<file path="src/rtl/wb_pkg.sv">
// Shared definitions for the register-file writeback arbiter.
// Holds default widths, the zero-register constant and requester indices.
package wb_pkg;

    localparam int DATA_W = 32;
    localparam int ADDR_W = 5;

    localparam logic [4:0] REG_ZERO = 5'd0;

    typedef logic req_t;

    localparam req_t REQ_A = 1'b0;
    localparam req_t REQ_M = 1'b1;

endpackage

</file>
<file path="src/rtl/wb_skid_slot.sv">
// One-entry holding register for a writeback requester.
// A write aimed at register 0 completes the load but leaves the slot empty.
module wb_skid_slot
    import wb_pkg::*;
#(
    parameter int DATA_W = wb_pkg::DATA_W,
    parameter int ADDR_W = wb_pkg::ADDR_W
) (
    input  logic              clk,
    input  logic              rst,
    input  logic              clear,
    input  logic              load,
    input  logic              unload,
    input  logic [ADDR_W-1:0] load_addr,
    input  logic [DATA_W-1:0] load_data,
    output logic              full,
    output logic [ADDR_W-1:0] addr,
    output logic [DATA_W-1:0] data
);

    // A load on the same edge as an unload refills the slot in place.
    always_ff @(posedge clk) begin
        if (rst || clear) begin
            full <= 1'b0;
            addr <= '0;
            data <= '0;
        end else if (load) begin
            full <= (load_addr != ADDR_W'(REG_ZERO));
            addr <= load_addr;
            data <= load_data;
        end else if (unload) begin
            full <= 1'b0;
        end
    end

endmodule

</file>
<file path="src/rtl/regfile_wb_arbiter.sv">
// Round-robin arbiter sharing the register file write port between ALU and load writeback.
// Optional bypass outputs for decode are built when WB_FWD_EN is defined.
module regfile_wb_arbiter
    import wb_pkg::*;
#(
    parameter int DATA_W = wb_pkg::DATA_W,
    parameter int ADDR_W = wb_pkg::ADDR_W
) (
    input  logic              clk,
    input  logic              rst,
    input  logic              flush,
    input  logic              a_valid,
    output logic              a_ready,
    input  logic [ADDR_W-1:0] a_addr,
    input  logic [DATA_W-1:0] a_data,
    input  logic              m_valid,
    output logic              m_ready,
    input  logic [ADDR_W-1:0] m_addr,
    input  logic [DATA_W-1:0] m_data,
`ifdef WB_FWD_EN
    input  logic [ADDR_W-1:0] rr1,
    input  logic [ADDR_W-1:0] rr2,
    output logic              fwd1_hit,
    output logic              fwd2_hit,
    output logic [DATA_W-1:0] fwd_data,
`endif
    output logic              WriteReg,
    output logic [ADDR_W-1:0] WR,
    output logic [DATA_W-1:0] WD
);

    logic              a_full;
    logic              m_full;
    logic [ADDR_W-1:0] a_slot_addr;
    logic [ADDR_W-1:0] m_slot_addr;
    logic [DATA_W-1:0] a_slot_data;
    logic [DATA_W-1:0] m_slot_data;
    logic              grant_valid;
    req_t              grant_sel;
    req_t              last_grant;
    logic              a_grant;
    logic              m_grant;

    wb_skid_slot #(.DATA_W(DATA_W), .ADDR_W(ADDR_W)) u_slot_a (
        .clk       (clk),
        .rst       (rst),
        .clear     (flush),
        .load      (a_valid && a_ready),
        .unload    (a_grant),
        .load_addr (a_addr),
        .load_data (a_data),
        .full      (a_full),
        .addr      (a_slot_addr),
        .data      (a_slot_data)
    );

    wb_skid_slot #(.DATA_W(DATA_W), .ADDR_W(ADDR_W)) u_slot_m (
        .clk       (clk),
        .rst       (rst),
        .clear     (flush),
        .load      (m_valid && m_ready),
        .unload    (m_grant),
        .load_addr (m_addr),
        .load_data (m_data),
        .full      (m_full),
        .addr      (m_slot_addr),
        .data      (m_slot_data)
    );

    // On contention the requester that did not win last time goes first.
    always_comb begin
        grant_valid = a_full || m_full;
        grant_sel   = REQ_A;
        if (a_full && m_full) begin
            grant_sel = (last_grant == REQ_M) ? REQ_A : REQ_M;
        end else if (m_full) begin
            grant_sel = REQ_M;
        end
    end

    assign a_grant = grant_valid && (grant_sel == REQ_A);
    assign m_grant = grant_valid && (grant_sel == REQ_M);

    // Flush empties both slots, so accepting during it is always safe.
    assign a_ready = !a_full || a_grant || flush;
    assign m_ready = !m_full || m_grant || flush;

    always_ff @(posedge clk) begin
        if (rst) begin
            last_grant <= REQ_M;
        end else if (!flush && grant_valid) begin
            last_grant <= grant_sel;
        end
    end

    // WR/WD hold their last value whenever no write is presented.
    always_ff @(posedge clk) begin
        if (rst) begin
            WriteReg <= 1'b0;
            WR       <= '0;
            WD       <= '0;
        end else if (flush || !grant_valid) begin
            WriteReg <= 1'b0;
        end else begin
            WriteReg <= 1'b1;
            WR       <= (grant_sel == REQ_A) ? a_slot_addr : m_slot_addr;
            WD       <= (grant_sel == REQ_A) ? a_slot_data : m_slot_data;
        end
    end

`ifdef WB_FWD_EN
    assign fwd1_hit = WriteReg && (WR == rr1) && (rr1 != ADDR_W'(REG_ZERO));
    assign fwd2_hit = WriteReg && (WR == rr2) && (rr2 != ADDR_W'(REG_ZERO));
    assign fwd_data = WD;
`endif

endmodule

</file>
<file path="config.mk">
export PLATFORM = sky130hd
export DESIGN_NAME = regfile_wb_arbiter
export DESIGN_NICKNAME = d
export VERILOG_FILES = /design/src/rtl/wb_pkg.sv /design/src/rtl/wb_skid_slot.sv /design/src/rtl/regfile_wb_arbiter.sv
export SDC_FILE = /design/constraint.sdc
export NUM_CORES = 1
export LEC_CHECK = 0
export BUFFER_PORTS_ARGS = -buffer_cell sky130_fd_sc_hd__buf_2
export CORE_UTILIZATION = 48
export DETAILED_ROUTE_END_ITERATION = 8
export PLACE_DENSITY = 0.83
export SYNTH_ARGS = -nofsm -noshare
export SYNTH_HDL_FRONTEND = slang
export SYNTH_SLANG_ARGS = --single-unit
</file>
<file path="constraint.sdc">
create_clock -name clk -period 1.3 [get_ports clk]
set_clock_uncertainty 0.05 [all_clocks]
set_input_delay 0.065 -clock clk [delete_from_list [all_inputs] [get_ports clk]]
set_output_delay 0.065 -clock clk [all_outputs]
set_load 0.05 [all_outputs]
</file>
==> out/metrics.cfg <==
[outcome]
outcome = finished, violations left
violations = setup timing

[pwr]
leakage_nw = 3.400
ir_drop_mv = 1.506
powerDensity_nw_per_um2 = 1252

[clock_network]
numCtsBuffers = 17
cts_tree = yes
clk_pin_slew_worst_paths_ns = 0.06
cts_root_buf = clkbuf_8
clock-sinks = 115
h-tree-depth = 4
clock_latency_ns = 0.54
clockBufferDepth = 2

[synthesis]
yosys_register_bits = 115
syn_nets = 649
synthCells = 570
syn_area_um2 = 4688
ys_warn_count = 0
syn_avg_cell_area_um2 = 8.225
ys_types = 26
yosysSeqAreaShare = 0.4911

[detailed_routing]
wire_per_inst_um = 27.37
wl_mm = 25.43
ant_nets = 0
drc = 0
num_vias = 6434
vias_per_cell = 6.926
drt_pass1_iterations = 6
drtIter0Drc = 973

[floorplan]
die_w_um = 100.8
core.rowCount = 35
pin_count = 119
initial_core_util = 0.5003
die_h_um = 100.8
die-area_um2 = 10170
floorplan.core_area_um2 = 9371

[min_path]
holdPathStages = 4
min_path_type = in -> reg

[placed_design]
place_ws_ns = -0.1088
detailed_place_hpwl_mm = 8.659
globalplace.congestion = 0.8388
port-buffer-count = 118
placed_cells = 786

[worst_setup_path]
reg2reg_depth = 5
critPathCaptureType = flop
slowest_stage = dfxtp_4
cp.required_ns = 1.66
path_max_fanout = 19
crit_arrival_ns = 2.05
cp_cell_sequence = and4bb_2 -> inv_2 -> buf_4 -> nand3_1 -> a21oi_1
cpPeakStageDelay_ns = 0.36
crit_type = reg -> reg
cp-start-kind = flop

[timing]
max_freq_mhz = 592.4
finalSetupViolCount = 121
setup_ws_ns = -0.3880
finalHoldViolations = 0
hold_ws_ns = 0.04081
maxSlewHeadroom = 0.5039
worst_slew_pin_slew_ns = 0.7441
setup_tns_ns = -20.88
drv_slew = 0
finalCriticalPeriod_ns = 1.688
rsz0062_at_grt = true
period_share = 1.298

[global_route]
overflow = 0
grt_antenna_before_repair = 2
track_usage = 0.4267
grt_pass1_vias = 6061
grt_pass1_wl_mm = 32.51
grt_start_max_net_pins = 43

[final_layout]
post-route-util = 0.8900
area_delta_synth_final_pct = 77.90
fill_cells = 351
layout_common_cells = 112 x dfxtp_1, 112 x buf_2, 75 x dlygate4sd3_1, 50 x a21oi_1, 39 x nand2_1
instances_no_fill = 929
post_route_cells_drive_above_1_share = 0.4969
nNetsFinal = 865

[job]
cap_viol_max_count = 0

[metal layers]
| metal | track usage | vias to the layer above | wire, um |
|---|---|---|---|
| li1 | - | 2463 | - |
| met1 | 0.4943 | 2921 | 8409 |
| met2 | 0.6886 | 778 | 10870 |
| met3 | 0.1234 | 272 | 3683 |
| met4 | 0.2798 | 0 | 2461 |
| met5 | 0 | - | 0 |
[final timing paths]
kind / start / endpoint / slack [ns]
worst min register to register: u_slot_a.data[12]$_SDFFE_PP0P_ / u_slot_a.data[12]$_SDFFE_PP0P_ / 0.44
worst max register to register: u_slot_m.full$_SDFFE_PP0P_ / u_slot_a.addr[0]$_SDFFE_PP0P_ / -0.39
worst min-delay path: a_valid / u_slot_a.data[12]$_SDFFE_PP0P_ / 0.04
worst max-delay path: u_slot_m.full$_SDFFE_PP0P_ / u_slot_a.addr[0]$_SDFFE_PP0P_ / -0.39
[report_power, final]
group	switching [mW]	internal, mW
combinational	0.997	0.655
sequential	0.127	3.67
clock	1.79	3.21
total	2.91	7.53
[state kept, by name (all words and copies together), names as in the netlist]
signal and cells:
WD 32, WR 5, WriteReg 1, last_grant 1
u_slot_a.addr 5, u_slot_a.data 32, u_slot_a.full 1, u_slot_m.addr 5
u_slot_m.data 32, u_slot_m.full 1
[critical path, delay by kind of cell (launching register included)]
| kind | cells | cell delay, ns |
|---|---|---|
| AOI/OAI and AO/OA | 1 | 0.31 |
| buffers and inverters | 2 | 0.40 |
| DFF | 1 | 0.36 |
| and+or+nand+nor | 2 | 0.44 |
[final cells by class]
type	count	area [um^2]	area share
multi-input combinational	390	2910	0.3489
sequential	115	2313	0.2774
clock buffer	23	456.7	0.05476
clock inverter	9	152.6	0.01830
antenna	1	2.502	0.0003000
timing repair buffer	257	2322	0.2784
tap	129	161.4	0.01935
inverter	5	21.27	0.002550
[cells in the mapped netlist]
cell type | n | area (um^2)
buf_4 | 13 | 97.59
buf_2 | 14 | 70.07
nor2_1 | 39 | 146.4
o21ai_1 | 8 | 40.04
a311oi_1 | 37 | 324.1
o21bai_1 | 1 | 7.510
a21boi_4 | 1 | 18.77
inv_2 | 2 | 7.510
or2_2 | 1 | 6.260
nand2_1 | 74 | 277.8
a21oi_1 | 77 | 385.4
o21ba_2 | 1 | 10.01
buf_1 | 3 | 11.26
and4bb_1 | 1 | 12.51
nand3_1 | 75 | 375.4
dfxtp_1 | 115 | 2302
inv_1 | 3 | 11.26
clkbuf_1 | 20 | 75.07
o21ai_0 | 68 | 340.3
buf_6 | 10 | 112.6
and3_1 | 1 | 6.260
a21bo_2 | 1 | 10.01
or4_1 | 2 | 15.01
and4b_1 | 1 | 10.01
clkbuf_4 | 1 | 7.510
nand3b_1 | 1 | 7.510
[repair_timing]
item	4_1_cts	5_1_grt
setup buffers	19	11
pin swaps	87	38
endpoints found under the hold margin	77	0
resized for setup	162	162
hold buffers	75	0
setup endpoints to repair	113	117
cloned	11	5
[kinds of logic (layout without fill, tap and decap cells)]
family,Yosys count,count (layout),synth area share
AOI/OAI and AO/OA,194,195,0.2423
buffers and inverters,66,294,0.08380
DFF,115,115,0.4911
other,0,1,0
and+or+nand+nor,195,195,0.1828
[stage by stage]
| stage | instance area (um^2) | power (mW) |
|---|---|---|
| 2_1_floorplan | 4758 | 4.428 |
| 3_3_place_gp | 5454 | 4.730 |
| 3_5_place_dp | 5454 | 4.757 |
| 4_1_cts | 7787 | 9.896 |
| 5_1_grt | 8338 | 10.58 |
| 6_report | 8341 | 10.45 |
No activity file was read; power rests on OpenSTA's default activity.
